<file path="src/rtl/bpred_pc_gen_pkg.sv">
// rtl/bpred_pc_gen_pkg.sv - shared opcodes, link registers, immediate extraction and predecode
// Purpose: constants and helpers used by the fetch PC generator and its BHT.
// Ports: none (package).
package bpred_pc_gen_pkg;

   localparam logic [6:0] OPC_JAL    = 7'b1101111;
   localparam logic [6:0] OPC_JALR   = 7'b1100111;
   localparam logic [6:0] OPC_B_TYPE = 7'b1100011;

   localparam logic [4:0] REG_X0 = 5'd0;
   localparam logic [4:0] REG_X1 = 5'd1;
   localparam logic [4:0] REG_X5 = 5'd5;

   localparam logic [1:0] BHT_INIT = 2'b01;

   typedef struct packed {
      logic jal;
      logic bxx;
      logic call;
      logic ret;
   } predec_t;

   function automatic logic is_link(input logic [4:0] r);
      return (r == REG_X1) || (r == REG_X5);
   endfunction

   // J-type immediate, sign-extended to 32 bits, bit 0 forced to zero
   function automatic logic [31:0] imm_j(input logic [31:0] ir);
      return {{12{ir[31]}}, ir[19:12], ir[20], ir[30:21], 1'b0};
   endfunction

   // B-type immediate, sign-extended to 32 bits, bit 0 forced to zero
   function automatic logic [31:0] imm_b(input logic [31:0] ir);
      return {{20{ir[31]}}, ir[7], ir[30:25], ir[11:8], 1'b0};
   endfunction

   function automatic predec_t predecode(input logic valid, input logic [31:0] ir);
      predec_t    p;
      logic [6:0] opc;
      logic [4:0] rd;
      logic [4:0] rs1;
      logic       jalr;
      opc    = ir[6:0];
      rd     = ir[11:7];
      rs1    = ir[19:15];
      jalr   = valid && (opc == OPC_JALR);
      p.jal  = valid && (opc == OPC_JAL);
      p.bxx  = valid && (opc == OPC_B_TYPE);
      p.call = (p.jal || jalr) && is_link(rd);
      // A plain return (rd = x0), or the coroutine swap (rd and rs1 both
      // link registers but different), which also counts as a call.
      p.ret  = jalr && is_link(rs1) && (ir[31:20] == 12'd0) &&
               ((rd == REG_X0) || (is_link(rd) && (rd != rs1)));
      return p;
   endfunction

endpackage

</file>
<file path="src/rtl/bpred_pc_gen_if.sv">
// rtl/bpred_pc_gen_if.sv - fetch PC generator handshake/redirect bundle
// Purpose: groups the stall, instruction, redirect and prediction signals.
// Ports (master drives): stall, instr_valid, instr, id_redirect, id_target,
//   ex_resolve, ex_pc, ex_taken, ex_mispredict, ex_target.
// Ports (slave drives): pc, pc_next, take, instr_nop_sel.
interface bpred_pc_gen_if #(
   parameter int unsigned PC_SIZE = 32
);
   logic               stall;
   logic               instr_valid;
   logic [31:0]        instr;
   logic               id_redirect;
   logic [PC_SIZE-1:0] id_target;
   logic               ex_resolve;
   logic [PC_SIZE-1:0] ex_pc;
   logic               ex_taken;
   logic               ex_mispredict;
   logic [PC_SIZE-1:0] ex_target;
   logic [PC_SIZE-1:0] pc;
   logic [PC_SIZE-1:0] pc_next;
   logic               take;
   logic               instr_nop_sel;

   modport master (
      output stall, instr_valid, instr, id_redirect, id_target,
             ex_resolve, ex_pc, ex_taken, ex_mispredict, ex_target,
      input  pc, pc_next, take, instr_nop_sel
   );

   modport slave (
      input  stall, instr_valid, instr, id_redirect, id_target,
             ex_resolve, ex_pc, ex_taken, ex_mispredict, ex_target,
      output pc, pc_next, take, instr_nop_sel
   );
endinterface

</file>
<file path="src/rtl/bpred_pc_gen_bht.sv">
// rtl/bpred_pc_gen_bht.sv - bimodal table of 2-bit saturating counters
// Purpose: read port gives the prediction bit; update port trains one counter.
// Ports: clk, rst_n, rd_idx_i (read index), rd_taken_o (counter MSB),
//   upd_i / upd_idx_i / upd_taken_i (resolved branch training).
module bpred_bht
   import bpred_pc_gen_pkg::*;
#(
   parameter int unsigned ENTRIES = 64
)(
   input  logic                        clk,
   input  logic                        rst_n,
   input  logic [$clog2(ENTRIES)-1:0]  rd_idx_i,
   output logic                        rd_taken_o,
   input  logic                        upd_i,
   input  logic [$clog2(ENTRIES)-1:0]  upd_idx_i,
   input  logic                        upd_taken_i
);

   logic [1:0] ctr_q [ENTRIES];

   // Read sees the pre-update value when both hit the same entry.
   assign rd_taken_o = ctr_q[rd_idx_i][1];

   always_ff @(posedge clk or negedge rst_n) begin
      if (!rst_n) begin
         for (int i = 0; i < int'(ENTRIES); i++) begin
            ctr_q[i] <= BHT_INIT;
         end
      end else if (upd_i) begin
         if (upd_taken_i) begin
            if (ctr_q[upd_idx_i] != 2'b11) ctr_q[upd_idx_i] <= ctr_q[upd_idx_i] + 2'b01;
         end else begin
            if (ctr_q[upd_idx_i] != 2'b00) ctr_q[upd_idx_i] <= ctr_q[upd_idx_i] - 2'b01;
         end
      end
   end

endmodule

</file>
<file path="src/rtl/bpred_pc_gen.sv">
// rtl/bpred_pc_gen.sv - IF-stage fetch PC register with JAL/branch/return prediction
// Purpose: owns the fetch PC, predecodes the fetched word and selects the next PC.
// Ports: clk, rst_n (async, active low), bus (slave side of bpred_pc_gen_if):
//   stall/instr_valid/instr in, ID and EX redirects in, EX branch resolution in,
//   pc/pc_next/take/instr_nop_sel out.
module bpred_pc_gen
   import bpred_pc_gen_pkg::*;
#(
   parameter int unsigned        PC_SIZE     = 32,
   parameter logic [PC_SIZE-1:0] RESET_PC    = '0,
   parameter int unsigned        MODE        = 1,
   parameter int unsigned        BHT_ENTRIES = 64,
   parameter int unsigned        RAS_DEPTH   = 4
)(
   input logic           clk,
   input logic           rst_n,
   bpred_pc_gen_if.slave bus
);

   localparam int unsigned RAS_PTR_W = (RAS_DEPTH > 1) ? $clog2(RAS_DEPTH) : 1;
   localparam int unsigned RAS_CNT_W = $clog2(RAS_DEPTH + 1);

   function automatic logic [RAS_PTR_W-1:0] ptr_inc(input logic [RAS_PTR_W-1:0] p);
      return (p == RAS_PTR_W'(RAS_DEPTH - 1)) ? '0 : p + 1'b1;
   endfunction

   function automatic logic [RAS_PTR_W-1:0] ptr_dec(input logic [RAS_PTR_W-1:0] p);
      return (p == '0) ? RAS_PTR_W'(RAS_DEPTH - 1) : p - 1'b1;
   endfunction

   logic [PC_SIZE-1:0]   pc_q, pc_d;
   logic [PC_SIZE-1:0]   pc_plus4, jal_tgt, br_tgt, ras_top;
   logic [PC_SIZE-1:0]   ras_q [RAS_DEPTH];
   logic [RAS_PTR_W-1:0] sp_q, sp_top;   // sp_q is the next free slot
   logic [RAS_CNT_W-1:0] cnt_q;
   predec_t              pd;
   logic                 take, nop_sel, ras_en, ras_hit;

   assign pd       = predecode(bus.instr_valid, bus.instr);
   assign pc_plus4 = pc_q + PC_SIZE'(4);
   assign jal_tgt  = pc_q + PC_SIZE'($signed(imm_j(bus.instr)));
   assign br_tgt   = pc_q + PC_SIZE'($signed(imm_b(bus.instr)));
   assign nop_sel  = bus.ex_mispredict | bus.id_redirect;
   assign sp_top   = ptr_dec(sp_q);
   assign ras_top  = ras_q[sp_top];
   assign ras_hit  = pd.ret && (cnt_q != '0);
   assign ras_en   = bus.instr_valid & ~bus.stall & ~nop_sel;

   generate
      if (MODE == 1) begin : g_bht
         localparam int unsigned IDX_W = $clog2(BHT_ENTRIES);
         logic bht_taken;
         bpred_bht #(.ENTRIES(BHT_ENTRIES)) u_bht (
            .clk         (clk),
            .rst_n       (rst_n),
            .rd_idx_i    (pc_q[IDX_W+1:2]),
            .rd_taken_o  (bht_taken),
            .upd_i       (bus.ex_resolve),
            .upd_idx_i   (bus.ex_pc[IDX_W+1:2]),
            .upd_taken_i (bus.ex_taken)
         );
         assign take = pd.bxx & bht_taken;
      end else begin : g_static
         // Backward branches (negative offset) predicted taken.
         assign take = pd.bxx & bus.instr[31];
      end
   endgenerate

   always_comb begin
      pc_d = pc_plus4;
      if (bus.ex_mispredict)    pc_d = bus.ex_target;
      else if (bus.id_redirect) pc_d = bus.id_target;
      else if (bus.stall)       pc_d = pc_q;
      else if (pd.jal)          pc_d = jal_tgt;
      else if (take)            pc_d = br_tgt;
      else if (ras_hit)         pc_d = ras_top;
   end

   always_ff @(posedge clk or negedge rst_n) begin
      if (!rst_n) pc_q <= RESET_PC;
      else        pc_q <= pc_d;
   end

   // Circular return stack: a push when full overwrites the oldest entry.
   always_ff @(posedge clk or negedge rst_n) begin
      if (!rst_n) begin
         sp_q  <= '0;
         cnt_q <= '0;
         for (int i = 0; i < int'(RAS_DEPTH); i++) begin
            ras_q[i] <= '0;
         end
      end else if (ras_en) begin
         if (pd.call && pd.ret) begin
            if (cnt_q == '0) begin
               ras_q[sp_q] <= pc_plus4;
               sp_q        <= ptr_inc(sp_q);
               cnt_q       <= RAS_CNT_W'(1);
            end else begin
               ras_q[sp_top] <= pc_plus4;
            end
         end else if (pd.call) begin
            ras_q[sp_q] <= pc_plus4;
            sp_q        <= ptr_inc(sp_q);
            if (cnt_q != RAS_CNT_W'(RAS_DEPTH)) cnt_q <= cnt_q + 1'b1;
         end else if (ras_hit) begin
            sp_q  <= sp_top;
            cnt_q <= cnt_q - 1'b1;
         end
      end
   end

   assign bus.pc            = pc_q;
   assign bus.pc_next       = pc_d;
   assign bus.take          = take;
   assign bus.instr_nop_sel = nop_sel;

endmodule

</file>
<file path="src/flat_wrapper.sv">
// flat-port wrapper written by rule: the top's interface ports become plain ports
module bpred_pc_gen_flat import bpred_pc_gen_pkg::*;
#(
   parameter int unsigned        PC_SIZE     = 32,
   parameter logic [PC_SIZE-1:0] RESET_PC    = '0,
   parameter int unsigned        MODE        = 1,
   parameter int unsigned        BHT_ENTRIES = 64,
   parameter int unsigned        RAS_DEPTH   = 4
)
  (clk, rst_n, bus_stall, bus_instr_valid, bus_instr, bus_id_redirect, bus_id_target, bus_ex_resolve, bus_ex_pc, bus_ex_taken, bus_ex_mispredict, bus_ex_target, bus_pc, bus_pc_next, bus_take, bus_instr_nop_sel);
  bpred_pc_gen_if #(.PC_SIZE(PC_SIZE)) bus_i ();
  input logic clk;
  input logic rst_n;
  input wire logic [$bits(bus_i.stall)-1:0] bus_stall;
  input wire logic [$bits(bus_i.instr_valid)-1:0] bus_instr_valid;
  input wire logic [$bits(bus_i.instr)-1:0] bus_instr;
  input wire logic [$bits(bus_i.id_redirect)-1:0] bus_id_redirect;
  input wire logic [$bits(bus_i.id_target)-1:0] bus_id_target;
  input wire logic [$bits(bus_i.ex_resolve)-1:0] bus_ex_resolve;
  input wire logic [$bits(bus_i.ex_pc)-1:0] bus_ex_pc;
  input wire logic [$bits(bus_i.ex_taken)-1:0] bus_ex_taken;
  input wire logic [$bits(bus_i.ex_mispredict)-1:0] bus_ex_mispredict;
  input wire logic [$bits(bus_i.ex_target)-1:0] bus_ex_target;
  output wire logic [$bits(bus_i.pc)-1:0] bus_pc;
  output wire logic [$bits(bus_i.pc_next)-1:0] bus_pc_next;
  output wire logic [$bits(bus_i.take)-1:0] bus_take;
  output wire logic [$bits(bus_i.instr_nop_sel)-1:0] bus_instr_nop_sel;
  assign bus_i.stall = bus_stall;
  assign bus_i.instr_valid = bus_instr_valid;
  assign bus_i.instr = bus_instr;
  assign bus_i.id_redirect = bus_id_redirect;
  assign bus_i.id_target = bus_id_target;
  assign bus_i.ex_resolve = bus_ex_resolve;
  assign bus_i.ex_pc = bus_ex_pc;
  assign bus_i.ex_taken = bus_ex_taken;
  assign bus_i.ex_mispredict = bus_ex_mispredict;
  assign bus_i.ex_target = bus_ex_target;
  assign bus_pc = bus_i.pc;
  assign bus_pc_next = bus_i.pc_next;
  assign bus_take = bus_i.take;
  assign bus_instr_nop_sel = bus_i.instr_nop_sel;
  bpred_pc_gen #(.PC_SIZE(PC_SIZE), .RESET_PC(RESET_PC), .MODE(MODE), .BHT_ENTRIES(BHT_ENTRIES), .RAS_DEPTH(RAS_DEPTH)) u_core (.clk(clk), .rst_n(rst_n), .bus(bus_i));
endmodule
</file>
<file path="config.mk">
export PLATFORM = sky130hd
export DESIGN_NAME = bpred_pc_gen_flat
export DESIGN_NICKNAME = d
export VERILOG_FILES = /design/src/rtl/bpred_pc_gen_pkg.sv /design/src/rtl/bpred_pc_gen_if.sv /design/src/rtl/bpred_pc_gen_bht.sv /design/src/rtl/bpred_pc_gen.sv /design/src/flat_wrapper.sv
export SDC_FILE = /design/constraint.sdc
export NUM_CORES = 1
export LEC_CHECK = 0
export ABC_AREA = 0
export CAP_MARGIN = 10
export CORE_MARGIN = 3
export CORE_UTILIZATION = 61
export DETAILED_ROUTE_END_ITERATION = 16
export PLACE_DENSITY = 0.95
export SLEW_MARGIN = 20
export SYNTH_ARGS = -nofsm -noshare
export SYNTH_HDL_FRONTEND = slang
export SYNTH_SLANG_ARGS = --single-unit
export TNS_END_PERCENT = 5
</file>
<file path="constraint.sdc">
create_clock -name clk -period 10.3 [get_ports clk]
set_clock_uncertainty 0.2 [all_clocks]
set_input_delay 2.575 -clock clk [delete_from_list [all_inputs] [get_ports clk]]
set_output_delay 2.575 -clock clk [all_outputs]
set_load 0.02 [all_outputs]
</file>
* Word level (Yosys, flattened, before mapping) *
Index checks and enable logic that the tools add are counted.

storage, ports and cells
  register bits after elaboration = 293
  bits of input ports = 136
  word-level logic and storage cells = 183

cells by class
  multiplexer cells = 42
  eq/ne operators = 14
  reductions and logical operators = 30
  magnitude comparators = 7
  add/subtract/negate cells = 9
  bitwise gates (word level) = 10

operator list
  operator                 count
  $mux W128                6
  $bwmux W128              4
  $mux W32                 10
  $demux W32 S2            2
  $add A32 B32 Y32         2
  $bmux W32 S2             1
  $add A32 B3 Y32 const B  1
  $bmux W2 S6              2
  $mux W2                  11
  $eq A7 B7 Y1 const B     3
  $mux W3                  5
  $ge A7 B7 Y1 const B     2
  $not A6 Y7               2
  $logic_and A1 B1 Y1      13
  $demux W2 S6             1
  $logic_not A12 Y1        1
  $eq A5 B1 Y1 const B     2
  $eq A5 B3 Y1 const B     2
  $lt A7 B1 Y1 const B     1
  $ge A3 B3 Y1 const B     2
  $lt A3 B1 Y1 const B     2
  $ne A3 B3 Y1 const B     2
  $not A2 Y3               2
  $reduce_and A3 Y1        2
  19 further kinds         31

* Logic depth before layout (Yosys ltp) *
  word-level depth = 12
  gate-level depth with buffers = 20
  mapped depth without buffers = 16

* Modules after synthesis *
A second synthesis with hierarchy kept.

unflattened totals
  cell total of the unflattened synthesis = 1899
  area total of the unflattened synthesis = 18649.1 sq um

modules (own cells, without submodules)
  module        cells each  area each (sq um)  times used
  bpred_pc_gen  1333        11710.0            1
  bpred_bht     566         6939.2             1

* Worst setup path before layout *
Ideal clock, no wire load.

  path type = input -> output
  start = input port bus_instr[16]
  end = output port bus_pc_next[19]
  stages on the path = 11
  required time = 7.525 ns
  arrival time = 5.369 ns
  path slack = 2.156 ns
  path buffers = 3
  cells stage by stage = or4b_1 -> or4_1 -> a2111oi_2 -> and2_1 -> buf_4 -> buf_2 -> buf_2 -> nand2_1 -> o211ai_1 -> o21ai_0 -> o21ai_0

on the way
  cells in the longest elaborated chain, start to end = 12

ends and longest elaborated chain
  what                                                                      line                RTL
  from (decl)                                                               flat_wrapper.sv:16  input wire logic [$bits(bus_i.instr)-1:0] bus_instr;
  parallel branches: the longest is 8 deep, another holds $add A32 B32 Y32  n/a
  $mux W32 (*)                                                              bpred_pc_gen.sv:74  else if (pd.jal) pc_d = jal_tgt;
  $mux W32 (*)                                                              bpred_pc_gen.sv:73  else if (bus.stall) pc_d = pc_q;
  $mux W32 (*)                                                              bpred_pc_gen.sv:72  else if (bus.id_redirect) pc_d = bus.id_target;
  $mux W32 (*)                                                              bpred_pc_gen.sv:71  if (bus.ex_mispredict) pc_d = bus.ex_target;
  to (decl)                                                                 flat_wrapper.sv:25  output wire logic [$bits(bus_i.pc_next)-1:0] bus_pc_next;

Every way passes the cells marked *.

* Worst setup path in the final report *
  start = input port bus_instr[18]
  end = output port bus_pc_next[23]

The elaborated chain is that of the path after synthesis.

==> flow_metrics.py <==
metrics = {
    "synthesis": {
        "synth_warnings": 0,
        "netlist_instances": 1907,
        "async_flop_share_pct": 100,
        "syn_nets": 2096,
        "ys_types": 75,
        "synth_seq_cells": 293,
        "syn_area_per_cell_um2": 9.57,
        "netlist_area_um2": 18300,
        "synth_ff_type": "dfrtp_1",
        "ys_seq_area_share_pct": 40.6,
        "synth-edff-count": 0,
    },
    "power": {
        "ir_worst_vdd_uv": 184,
        "power_density_nw_per_um2": 157,
        "leakagePower_nw": 8.77,
        "finalPower_mw": 3.35,
    },
    "cts": {
        "clock-sinks": 293,
        "cts_root_buf": "clkbuf_16",
        "numCtsBuffers": 31,
        "cts_setup_buffers": 0,
        "clk_latency_ps": 600,
        "path_clk_slew_ps": 60,
        "cts_resized": 0,
        "cts_tree": "built",
        "htreeDepth": 1,
        "holdBufCountCts": 0,
        "clk_path_buf_depth": 3,
    },
    "timing": {
        "setup_viol": 0,
        "hold_viol": 0,
        "period_needed_ps": 9770,
        "timing.hold.ws_ps": 281,
        "finalCritPeriodShare_pct": 94.8,
        "tns_ps": 0,
        "max_freq_mhz": 102,
        "drv_slew": 0,
        "slew_headroom_pct": 25.0,
        "rsz0062_at_grt": "no",
        "tightest_slew_ps": 1120,
        "fin_ws_ps": 531,
    },
    "worst_setup_path": {
        "cp.required_ps": 7530,
        "r2r_slack_ps": 5500,
        "cp_max_fo": 23,
        "timing.critical_path.from_type": "input pin",
        "r2r-start": "u_core.bus.pc[2]",
        "r2r_end": "u_core.bus.pc[8]",
        "critPathKind": "in -> out",
        "critPathCaptureType": "output port",
        "r2r_cells": 9,
        "worst-endpoint-arrival_ps": 6990,
    },
    "global_route": {
        "grt_overflow": 0,
        "antenna_found_initial": 4,
        "grt_pass1_wl_mm": 96.7,
        "grt_pass1_vias": 17300,
        "track_usage_pct": 39.0,
        "grt_max_degree": 160,
    },
    "cells_and_area": {
        "area_growth_pct": 16.9,
        "fin_area_um2": 21300,
        "drive_gt1_share_pct": 17.6,
        "fin_nets": 2208,
        "fillers": 1890,
    },
    "hold_path": {
        "min_path_type": "reg -> reg",
        "min_to": "u_core.ras_q[27]",
        "min_from": "u_core.ras_q[27]",
        "whs_path_depth": 2,
    },
    "run_status": {
        "outcome": "complete, no violations",
    },
    "route": {
        "via_per_inst": 7.20,
        "routed_wl_mm": 63.4,
        "via_count": 17500,
        "drt_pre_antenna_iters": 10,
        "route.detailed.wl_per_inst_um": 26.1,
        "drtIter0Drc": 2352,
        "drc": 0,
        "ant_nets": 0,
    },
    "placed_design": {
        "io_buffers": 175,
        "dp_hpwl_mm": 43.1,
        "place_ws_ps": 680,
        "gp_congestion": 1.05,
        "place_area_um2": 20200,
    },
    "floorplanning": {
        "initial_core_util_pct": 62.7,
        "die_h_um": 179,
        "rows": 62,
        "die_w_um": 179,
        "top_level_ports": 202,
        "dieArea_um2": 32000,
        "coreArea_um2": 29100,
    },
    "job": {
        "cap_violations": 0,
    },
}
worst max-delay path, stage by stage:
cell and delay, ps:
clkdlybuf4s50_1 540, or4b_1 560, or4_1 430, a2111oi_2 560, and2_2 500, buf_12 210
buf_4 170, o21ai_0 100, a21oi_1 470, a41oi_1 250, clkdlybuf4s50_1 600
cell families after synthesis:
logic type	Yosys count	synth area share [%]
AOI/OAI and AO/OA	561	19.4
and+or+nand+nor	572	14.3
muxes	206	15.4
buffers and inverters	157	3.48
DFF	293	40.6
xor gates and xnor gates	65	3.12
adders and majority gates	53	3.76
cell usage after synthesis, types with 32 or more instances:
| master | n | area share, % |
|---|---|---|
| a21oi_1 | 85 | 2.3 |
| a22oi_1 | 52 | 2.1 |
| clkbuf_1 | 111 | 2.3 |
| dfrtp_1 | 229 | 31 |
| dfstp_2 | 64 | 9.2 |
| ha_1 | 50 | 3.4 |
| mux2_2 | 136 | 8.4 |
| mux4_2 | 44 | 5.4 |
| nand2_1 | 226 | 4.6 |
| nand3_1 | 32 | 0.88 |
| nor2_1 | 158 | 3.2 |
| o21ai_0 | 204 | 5.6 |
| o22ai_1 | 42 | 1.4 |
| xnor2_1 | 37 | 1.8 |
stage by stage:
stage	cells	util, %
floorplan	1907	-
global placement	2369	69.6
detailed placement	2369	69.6
CTS	2427	73.2
global route	2429	73.4
finish	2430	73.4
worst max path at each step:
stage,endpoint,start,slack (ps),cells past startpoint
2_1_floorplan,bus_pc_next[19],bus_instr[16],2160,11
3_3_place_gp,bus_pc_next[24],bus_instr[18],710,11
3_5_place_dp,bus_pc_next[0],bus_instr[18],680,11
4_1_cts,bus_pc_next[0],bus_instr[18],650,11
5_1_grt,bus_pc_next[0],bus_instr[18],350,11
6_report,bus_pc_next[23],bus_instr[18],530,11
layout by cell type, fill, tap and decap left out, types with 11 or more instances in the layout:
cell / count
dfrtp_1: 229
nand2_1: 226
o21ai_0: 204
clkdlybuf4s50_1: 173
nor2_1: 157
mux2_2: 136
a21oi_1: 85
dfstp_2: 64
a22oi_1: 52
ha_1: 50
mux4_2: 44
o22ai_1: 42
xnor2_1: 36
nand3_1: 32
buf_4: 32
clkbuf_16: 31
xor2_1: 28
inv_1: 26
nor3_1: 26
a31oi_1: 22
a211oi_1: 21
mux2i_1: 20
nand4_1: 19
o211ai_1: 18
and3_1: 17
a21o_1: 17
nor4_1: 15
nand2b_1: 14
nor2b_1: 12
o221ai_1: 11
and2_1: 11
routing by layer:
| metal | vias up | share of wire (%) | track usage (%) |
|---|---|---|---|
| met5 | - | 0.063 | 0 |
| met4 | 6 | 6.9 | 23.5 |
| met3 | 394 | 12 | 10.0 |
| met2 | 1427 | 46 | 61.5 |
| met1 | 8364 | 35 | 48.5 |
| li1 | 7295 | - | - |
where the power goes:
part | switching, mW | internal, mW
Clock | 0.501 | 0.655
Sequential | 0.120 | 1.28
Combinational | 0.455 | 0.339
Total | 1.08 | 2.27
layout make-up:
type                    count  area (um^2)  share of cell area (%)
multi-input cells        1457        10200                    47.9
flip-flops and latches    293         7410                    34.7
repair buffers            210         2060                    9.65
clock buffers              44          925                    4.33
well taps                 384          480                    2.25
clock inverters            14          134                   0.627
inverters                  26         97.6                   0.457
diodes                      2         5.00                  0.0234
Power figures use the tool's default switching activity.
